## config.mk

```make
export PLATFORM = sky130hd
export DESIGN_NAME = store_buffer_unit
export DESIGN_NICKNAME = d
export VERILOG_FILES = /design/src/rtl/lsu_pkg.sv /design/src/rtl/store_fifo.sv /design/src/rtl/store_buffer_unit.sv
export SDC_FILE = /design/constraint.sdc
export NUM_CORES = 1
export LEC_CHECK = 0
export ABC_AREA = 1
export CAP_MARGIN = 20
export CORE_MARGIN = 4
export CORE_UTILIZATION = 25
export DETAILED_ROUTE_END_ITERATION = 10
export HOLD_SLACK_MARGIN = 0.1
export PLACE_DENSITY_LB_ADDON = 0.2
export SETUP_SLACK_MARGIN = 0.5
export SLEW_MARGIN = 20
export SYNTH_ARGS = -nofsm -noshare
export SYNTH_HDL_FRONTEND = slang
export SYNTH_SLANG_ARGS = --single-unit
export TNS_END_PERCENT = 1
```

## constraint.sdc

```tcl
create_clock -name clk -period 6 [get_ports clk]
set_input_delay 0.6 -clock clk [delete_from_list [all_inputs] [get_ports clk]]
set_output_delay 0.6 -clock clk [all_outputs]
set_load 0.01 [all_outputs]
```

## src/rtl/lsu_pkg.sv

```systemverilog
// Shared store-path definitions: store opcode, funct3 size encodings and the misalignment predicate.
package lsu_pkg;

  localparam logic [6:0] OPC_STORE = 7'b0100011;

  typedef enum logic [2:0] {
    SZ_B = 3'b000,
    SZ_H = 3'b001,
    SZ_W = 3'b010,
    SZ_D = 3'b011
  } store_size_e;

  // off is the byte offset zero-extended to 3 bits so one predicate serves XLEN 32 and 64
  function automatic logic store_misaligned(input logic [2:0] f3, input logic [2:0] off);
    logic m;
    m = 1'b0;
    case (f3)
      SZ_H:    m = off[0];
      SZ_W:    m = (off[1:0] != 2'b00);
      SZ_D:    m = (off != 3'b000);
      default: m = 1'b0;
    endcase
    return m;
  endfunction

endpackage

```

## src/rtl/store_fifo.sv

```systemverilog
// Generic DEPTH x WIDTH FIFO; the head reads as zero while empty so consumers see a clean idle bus.
module store_fifo #(
  parameter int DEPTH = 4,
  parameter int WIDTH = 8
) (
  input  logic             clk,
  input  logic             rst_n,
  input  logic             push,
  input  logic             pop,
  input  logic [WIDTH-1:0] din,
  output logic [WIDTH-1:0] dout,
  output logic             full,
  output logic             empty
);

  localparam int AW = $clog2(DEPTH);

  logic [WIDTH-1:0] mem [DEPTH];
  logic [AW-1:0]    wptr, rptr;
  logic [AW:0]      count;
  logic             do_push, do_pop;

  assign full    = (count == (AW+1)'(DEPTH));
  assign empty   = (count == '0);
  assign do_push = push && !full;
  assign do_pop  = pop && !empty;
  assign dout    = empty ? '0 : mem[rptr];

  always_ff @(posedge clk or negedge rst_n) begin
    if (!rst_n) begin
      wptr  <= '0;
      rptr  <= '0;
      count <= '0;
    end else begin
      if (do_push) wptr <= wptr + AW'(1);
      if (do_pop)  rptr <= rptr + AW'(1);
      case ({do_push, do_pop})
        2'b10:   count <= count + (AW+1)'(1);
        2'b01:   count <= count - (AW+1)'(1);
        default: count <= count;
      endcase
    end
  end

  // storage needs no reset: contents are only observable through a non-zero count
  always_ff @(posedge clk) begin
    if (do_push) mem[wptr] <= din;
  end

endmodule

```

## src/rtl/store_buffer_unit.sv

```systemverilog
// S-type store decode, address add and lane steering feeding a drain FIFO toward dmem.
// Optional macro STORE_MISALIGN_TRAP_EN: reject misaligned stores with a misalign pulse instead of aligning them.
module store_buffer_unit
  import lsu_pkg::*;
#(
  parameter int XLEN  = 32,
  parameter int DEPTH = 4
) (
  input  logic              clk,
  input  logic              rst_n,
  input  logic              st_valid,
  output logic              st_ready,
  input  logic [6:0]        opcode,
  input  logic [2:0]        funct3,
  input  logic [11:0]       imm,
  input  logic [XLEN-1:0]   rs1_data,
  input  logic [XLEN-1:0]   rs2_data,
  output logic              dmem_req,
  input  logic              dmem_gnt,
  output logic [XLEN-1:0]   dmem_addr,
  output logic [XLEN-1:0]   dmem_wdata,
  output logic [XLEN/8-1:0] dmem_be,
  output logic              misalign,
  output logic              buf_empty
);

  localparam int NB    = XLEN / 8;
  localparam int OB    = $clog2(NB);
  localparam int WIDTH = 2*XLEN + NB;

  logic [XLEN-1:0]        ea;
  logic [2:0]             off3, off_eff;
  logic                   f3_legal, acc, push;
  logic                   full, empty;
  logic [NB-1:0][7:0]     wdata_lanes;
  logic [NB-1:0]          be;
  logic [WIDTH-1:0]       din, head;

  assign ea       = rs1_data + {{(XLEN-12){imm[11]}}, imm};
  assign f3_legal = (funct3 == SZ_B) || (funct3 == SZ_H) || (funct3 == SZ_W) ||
                    ((funct3 == SZ_D) && (XLEN == 64));
  assign acc      = st_valid && st_ready && (opcode == OPC_STORE) && f3_legal;

  always_comb begin
    off3         = '0;
    off3[OB-1:0] = ea[OB-1:0];
  end

`ifdef STORE_MISALIGN_TRAP_EN
  logic mis, misalign_q;

  assign mis     = store_misaligned(funct3, off3);
  assign off_eff = off3;
  assign push    = acc && !mis;

  always_ff @(posedge clk or negedge rst_n) begin
    if (!rst_n) misalign_q <= 1'b0;
    else        misalign_q <= acc && mis;
  end
  assign misalign = misalign_q;
`else
  // offset bits below the access size are dropped so the store lands naturally aligned
  always_comb begin
    case (funct3)
      SZ_B:    off_eff = off3;
      SZ_H:    off_eff = {off3[2:1], 1'b0};
      SZ_W:    off_eff = {off3[2], 2'b00};
      default: off_eff = 3'b000;
    endcase
  end
  assign push     = acc;
  assign misalign = 1'b0;
`endif

  for (genvar i = 0; i < NB; i++) begin : g_lane
    always_comb begin
      case (funct3)
        SZ_B:    wdata_lanes[i] = rs2_data[7:0];
        SZ_H:    wdata_lanes[i] = rs2_data[8*(i%2) +: 8];
        SZ_W:    wdata_lanes[i] = rs2_data[8*(i%4) +: 8];
        default: wdata_lanes[i] = rs2_data[8*i +: 8];
      endcase
    end
  end

  always_comb begin
    case (funct3)
      SZ_B:    be = NB'(1)  << off_eff;
      SZ_H:    be = NB'(3)  << off_eff;
      SZ_W:    be = NB'(15) << off_eff;
      default: be = '1;
    endcase
  end

  assign din = {ea[XLEN-1:OB], {OB{1'b0}}, wdata_lanes, be};

  store_fifo #(
    .DEPTH (DEPTH),
    .WIDTH (WIDTH)
  ) u_fifo (
    .clk   (clk),
    .rst_n (rst_n),
    .push  (push),
    .pop   (dmem_req && dmem_gnt),
    .din   (din),
    .dout  (head),
    .full  (full),
    .empty (empty)
  );

  // all handshake outputs come from FIFO state, never from st_valid or dmem_gnt
  assign st_ready  = !full;
  assign buf_empty = empty;
  assign dmem_req  = !empty;
  assign {dmem_addr, dmem_wdata, dmem_be} = head;

endmodule

```

==> metrics.txt <==
status completed; final wirelength 38.8 mm; Starting Density 25.4%; Crit path max-delay family buffers and inverters; Critical Path AT 3760 ps; I/O pin cnt 162; later-pin clock latency in the skew report 550 ps; drt initial violations 582; HP Class primary input to asynchronous set/reset pin; # port buffers 158; Placed Area 15700 um^2; Die W 240 um; worst slew pin tran 1050 ps; Core Area 52900 um^2; Worst-path clk slew 60 ps; power per cell area 399 nW/um^2; fill cell total of the finished layout 5501; drt pass-1 iters 5; clk_skew 19.5 ps; Final Setup Violations 0; Post-CTS Setup Bufs 0; Pleak 6.39 nW; layout net count 1697; vias after detailed routing 10000; RSZ-0062 raised after global routing no; DR WL/cell 17.0 um; clock buffer count from CTS 30; max_slew headroom 29.8%; min Tclk post-route 4360 ps; Max IR drop VDD 215 uV; Die Area 57400 um^2; Final Cell Area 16600 um^2; period utilization 72.7%; Max-Cap Viols 0; critical-path cell list clkinv_2 > buf_4 > o21ai_0 > a21oi_1 > clkdlybuf4s50_1; WS Path Type flop to primary output; FMAX 229 MHz; Req. time, crit path 5400 ps; Tot Pwr 6.60 mW; H-tree depth 1; Antenna Nets Post-Route 0; CP max stage delay 870 ps; Worst Path Buf+Inv 3; setup TNS 0 ps; GPL Wtd Cong 0.845; sequential share of the synthesized area 60.4%; Slew Limit Fails 0; Startpoint Class flop; DPL Wire Length 25.7 mm; FP Rows 84; Hold Fails Final Rpt 0; CTS tree yes; hold_ws 316 ps; cells resized by post-CTS repair 0; Yosys warning count 0; crit end category primary output; Crit Path Max Fanout 60; most frequent cells in the layout nor2_1 (307), nand2_1 (281), edfxtp_1 (264); via density per instance 4.39; grt total ovfl 0; vias in the first global route 9922; post-synthesis cell type count 37; Cells after Synth 1423; Yosys reg bits 271; dpl ws 2150 ps; share of cells above drive strength 1 4.09%; slowest CP cell dfrtp_4; PnR worst setup slack 1640 ps; GRT Overall Usage 13.2%; synthesized area per cell 9.42 um^2; Root Driver clkbuf_16; Mapped Area 13400 um^2; clock sink count 271; # DRC 0; leading cell type in the layout, fill and taps excluded nor2_1; pin count of the biggest net entering global routing 76; die height 240 um; Synth-to-Final Area Change 23.5%; first-pass GRT wire length 58.8 mm; clk buf depth 3; initial antenna violation count 0; hold buffers post-CTS 0
[state kept, by name (all words and copies together) (netlist names)]
register      cells
u_fifo.count      3
u_fifo.rptr       2
u_fifo.mem      264
u_fifo.wptr       2
[worst paths after layout]
kind                                         to  cells past startpoint  slack (ps)      startpoint
worst max register to register   u_fifo.rptr[1]                      4        3310  u_fifo.rptr[0]
worst min register to register   u_fifo.wptr[1]                      2         550  u_fifo.wptr[1]
worst min-delay path            u_fifo.count[1]                      1         320           rst_n
worst max-delay path                 dmem_be[3]                      5        1640  u_fifo.rptr[0]
max in group asynchronous        u_fifo.rptr[0]                      1        5390           rst_n
min in group clk                 u_fifo.wptr[1]                      2         550  u_fifo.wptr[1]
[layout make-up]
type	instances	area, um^2	area share [%]
Antenna cell	1	2.50	0.0151
Clock buffer	38	781	4.71
Clock inverter	15	71.3	0.431
Inverter	150	566	3.41
Multi-Input combinational cell	947	4490	27.1
Sequential cell	271	8110	48.9
Tap cell	688	861	5.20
Timing Repair Buffer	169	1690	10.2
[cells in the mapped netlist, drive strengths merged]
master	count	area, um^2
conb	1	3.75
dfrtp	7	175
o22ai	1	6.26
a21o	1	7.51
nor2	314	1200
o211ai	8	60.1
nand4	5	37.5
a21oi	89	445
o21bai	3	26.3
clkbuf	21	88.8
fa	2	40.0
buf	36	211
or2	1	8.76
inv	150	563
nand3	29	150
xor2	14	123
nor4	1	6.26
ha	36	450
edfxtp	264	7930
nor3	4	25.0
o21ai	145	726
xnor2	5	43.8
nand2	285	1080
nor3b	1	7.51
[through the flow]
step | utilization [%] | instances
after floorplan | - | 1425
after global placement | 29.7 | 2224
after detailed placement | 29.7 | 2224
after CTS | 31.3 | 2277
after global routing | 31.3 | 2278
final | 31.3 | 2279
[where the power goes]
part	leakage, nW	switching (mW)	internal [mW]
Clock	0.413	0.695	0.908
Combinational	3.52	1.59	1.15
Sequential	2.45	0.112	2.14
Total	6.39	2.40	4.20
[cell families (layout without fill, tap and decap cells)]
kind of cell	count (synthesis)	after routing	share of synthesized area, %
flops	271	271	60.4
simple gates	640	640	18.7
xor+xnor	19	19	1.24
compound gates	247	247	9.48
fa+ha+maj	38	38	3.66
other cells	1	4	0.0280
buf+inv	207	372	6.44
[routing by layer]
layer / up-vias / GRT usage [%] / part of all wire, %
met5: - / 0 / 0.018
met4: 2 / 2.18 / 1.4
met3: 40 / 2.06 / 5.4
met2: 251 / 22.4 / 47
met1: 4715 / 18.0 / 46
li1: 5002 / - / -
(Power assumes the default switching activity.)
==> edit 1, RTL diff (same flow settings) <==
Change the parameter `XLEN` from 32 to 16. Comments in the files are not updated.
--- a/src/rtl/store_buffer_unit.sv
+++ b/src/rtl/store_buffer_unit.sv
@@ -5,3 +5,3 @@
 #(
-  parameter int XLEN  = 32,
+  parameter int XLEN  = 16,
   parameter int DEPTH = 4
Ports: changed (5 resized); port bits go from 162 to 96. No check against the original RTL was run, so the function may have changed too.
==> edit 1 against the unedited design <==
First-iteration DRC count fell by 63%. Synthesized cell count decreased by 54%. Critical path depth unchanged. Design area fell by 49%. Wire length shrank 58%. Largest cell class unchanged. Synthesized area down 51%. Power down 48%. Setup slack gained 0.67 ns. Die area down 49%. Sequential cell count is 132 lower.
==> edit 1: results (changes against the unedited design) <==
[cells_and_area]
final_nets = 823  ; -52%
drive_gt1_share_pct = 5.556  ; +1.5 points
n_antenna_cell = 0  ; -1
top_regs = u_fifo.mem: 132 flops, u_fifo.count: 3 flops

[clocking]
htreeDepth = 4  ; +3
clock_latency_ns = 0.41  ; -0.14 ns

[placed_design]
dp_slack_ns = 2.669  ; +0.5165 ns
hpwl_mm = 10.73  ; -58%
port_buffers = 93  ; -41%
place_area_sq_um = 7890  ; -50%

[routing]
viasPerCell = 4.272  ; -2.7%
post_drt_wl_per_cell_um = 14.92  ; -12%
drtPass1Iterations = 7  ; +2

[yosys]
synth_commonest_cells = nor2_1 (149), edfxtp_1 (132), nand2_1 (109)
ys_seq_area_share_pct = 62.66  ; +2.2 points

[setup_path]
cpMaxStageDelayCell = inv_2
cpPeakStageDelay_ns = 0.82  ; -0.05 ns
arrival_ns = 3.09  ; -0.67 ns

[global_routing]
grt_max_degree = 70  ; -7.9%
grt.met2_usage_pct = 19.86  ; -2.6 points
grt_pass1_vias = 4670  ; -53%
grtUsageMet3_pct = 2.380  ; +0.32 points
track_usage_pct = 11.45  ; -1.7 points

[timing]
clock_skew_ns = 0.004440  ; -0.01504 ns

[pwr]
p_sw_mw = 1.157  ; -52%
power.density_nw_per_um2 = 403.4  ; +1.1%
pwr-share-comb_pct = 40.1  ; -1.5 points
pg_seq_mw = 1.12  ; -50%

[status]
status = completed

edit 1: layer usage:
layer	routed length, um	part of all wire (%)
met3	722	4.4
met5	0	0
met2	7990	49
met4	217	1.3
met1	7343	45
edit 1: area by class of cell:
type | instances | area (sq um)
Clock inverter | 10 | 75.07
Multi-Input combinational cell | 432 | 2138
Sequential cell | 139 | 4140
Timing Repair Buffer | 100 | 1049
Inverter | 53 | 198.9
Clock buffer | 22 | 444.2
Fill cell | 2696 | 17590
Tap cell | 335 | 419.2
edit 1: worst max path at each step:
stage | end | slack, ns | cells after the start
2_1_floorplan | u_fifo.mem[0][0] | 3.15 | 3
3_3_place_gp | dmem_addr[4] | 2.70 | 5
3_5_place_dp | dmem_wdata[12] | 2.67 | 5
4_1_cts | dmem_wdata[12] | 2.21 | 5
5_1_grt | dmem_be[0] | 2.01 | 5
6_report | dmem_be[0] | 2.31 | 5
==> edit 2, RTL diff (config.mk and constraints unchanged) <==
Made on the original files. Remove the case item `SZ_B` of the case on `funct3`.
--- a/src/rtl/store_buffer_unit.sv
+++ b/src/rtl/store_buffer_unit.sv
@@ -87,3 +87,2 @@
     case (funct3)
-      SZ_B:    be = NB'(1)  << off_eff;
       SZ_H:    be = NB'(3)  << off_eff;
Formal check against the unedited RTL: not equivalent (Yosys sat finds a counterexample within 4 cycles, from zero or initial values and one cycle with rst_n low).
==> edit 2 against the unedited design <==
Sequential share of layout area is 0.23 points lower. Wire length is 0.48% higher. Synthesized area is 0.26% lower. Power up 0.92%. First-iteration DRC count shrank 10%. Maximum frequency increased by 3.3%. Setup slack improved by 0.14 ns. Synthesized cell count is essentially flat. Design area up 0.47%. Sequential cell count is the same. Critical endpoint is now dmem_be[1].
==> edit 2: results (changes against the unedited design) <==
[cells_and_area]
top_regs = u_fifo.mem: 264 flops, u_fifo.count: 3 flops
final_nets = 1703  ; +0.35%
drive_gt1_share_pct = 4.645  ; +0.56 points
n_antenna_cell = 0  ; -1
regMostFlops = u_fifo.mem

[yosys]
synthArstFlopShare_pct = 2.583  ; unchanged
ys_seq_area_share_pct = 60.59  ; +0.16 points
synth_compound_area_share_pct = 8.934  ; -0.55 points
muxShareOfSynthArea_pct = 0  ; unchanged
synth_top_area_cell = edfxtp_1
ys_warn_count = 0  ; unchanged
yosysUniqueCellTypes = 32  ; -14%
synth-xor-area-share_pct = 1.244  ; +0.0033 points
synth-edff-count = 264  ; unchanged
synth_commonest_cells = nor2_1 (312), nand2_1 (287), edfxtp_1 (264)
synthAdderAreaFrac_pct = 3.667  ; +0.0096 points
synth_area_leaders = edfxtp_1 (59%), nor2_1 (8.8%), nand2_1 (8.1%)

[clocking]
cts_buffers = 30  ; unchanged
path_clk_slew_ns = 0.06  ; about the same
clockBufferDepth = 3  ; unchanged
htreeDepth = 1  ; unchanged
clock_latency_ns = 0.55  ; about the same
ctsResizeCount = 0  ; unchanged
post-cts-setup-buffers = 0  ; unchanged
cts_root_buf = clkbuf_16

[placed_design]
gp_congestion = 0.8477  ; +0.36%
hpwl_mm = 26.56  ; +3.2%
port_buffers = 158  ; unchanged

[routing]
drt_iter0_drc = 521  ; -10%
viasPerCell = 4.433  ; +0.92%
drtPass1Iterations = 5  ; unchanged
post_drt_wl_per_cell_um = 17.09  ; +0.39%

[status]
status = completed

[timing]
worst_pin_slew_ns = 1.058  ; +0.005060 ns
clock_skew_ns = 0.01146  ; -0.008016 ns

[setup_path]
cpMaxStageDelayCell = buf_4
cpPeakStageDelay_ns = 0.87  ; about the same
worstPathMaxFanout = 91  ; +52%
arrival_ns = 3.62  ; -0.14 ns

[global_routing]
grt_max_degree = 92  ; +21%
grt_pass1_wl_mm = 59.21  ; +0.64%
antenna_found_initial = 0  ; unchanged
grt_pass1_vias = 9798  ; -1.2%
track_usage_pct = 13.32  ; +0.17 points

[pwr]
leakagePower_nw = 6.428  ; +0.67%
vdd_drop_max_mv = 0.2211  ; +2.8%

[worst_hold_path]
hp-class = primary input to asynchronous set/reset pin

## edit 2: cell count changes after synthesis, moves of 2 or more
| cell | delta |
|---|---|
| inv_1 | -6 |
| nand2_2 | +2 |
| o21ai_0 | -7 |
| o21ai_1 | +5 |
| nor2_4 | -2 |
| nand2_1 | +6 |
| nor2_2 | +2 |
| nand4_1 | +2 |
| buf_2 | +2 |
| nand3_1 | +8 |
| o211ai_1 | -8 |
## edit 2: critical path: cells and delay by family, from the launching register on
kind	cells	cell delay (ns)
compound gates	2	0.51
buf+inv	2	1.50
simple gates	2	0.22
flops	1	0.75
## edit 2: layer usage
layer | track usage, % | vias up | wire length (um)
li1 | - | 5004 | -
met1 | 18.43 | 4823 | 18190
met2 | 22.70 | 239 | 18430
met3 | 1.693 | 45 | 1749
met4 | 2.480 | 0 | 609
met5 | 0 | - | 0
## edit 2: where the power goes
part,switching [mW],internal (mW),total [mW],leakage (nW)
combinational,1.66,1.17,2.83,3.55
clock,0.698,0.930,1.63,0.419
sequential,0.0681,2.14,2.21,2.45
## edit 2: path summary, 6_finish.rpt
kind,cells after the start,end,slack (ns),startpoint
setup / recovery,6,dmem_be[1],1.78,u_fifo.rptr[0]
hold / removal,1,u_fifo.count[2],0.33,rst_n
setup reg to reg,9,u_fifo.count[1],2.97,u_fifo.count[1]
hold reg to reg,1,u_fifo.wptr[0],0.54,u_fifo.wptr[0]
max in group asynchronous,1,u_fifo.rptr[0],5.38,rst_n
min in group clk,1,u_fifo.wptr[0],0.54,u_fifo.wptr[0]
## edit 2: area by class of cell
cell class                 instances  area, sq um
inverter                         144        541.8
fill                            5511        36120
clock buffer                      38        802.0
multi-input combinational        954         4483
tap                              688        860.8
clock inverter                    12        53.80
timing repair buffer             174         1792
sequential                       271         8108
## edit 2: stage by stage
step	power (mW)	hold slack (ns)	area [sq um]	worst slack (ns)	instances
2_1_floorplan	3.726	0.3044	13380	1.685	1426
3_3_place_gp	5.151	0.5241	15700	2.205	2227
3_5_place_dp	5.163	0.5283	15790	2.177	2231
4_1_cts	6.821	0.3118	16640	1.723	2281
5_1_grt	7.136	0.3246	16640	1.444	2281
6_report	6.666	0.3255	16640	1.775	2281
## edit 2: kinds of logic (layout without fill, tap and decap cells)
kind of cell / count (synthesis) / in the layout
compound gates: 236 / 236
other cells: 1 / 3
simple gates: 658 / 658
fa+ha+maj: 38 / 38
flops: 271 / 271
xor+xnor: 19 / 19
buf+inv: 201 / 368
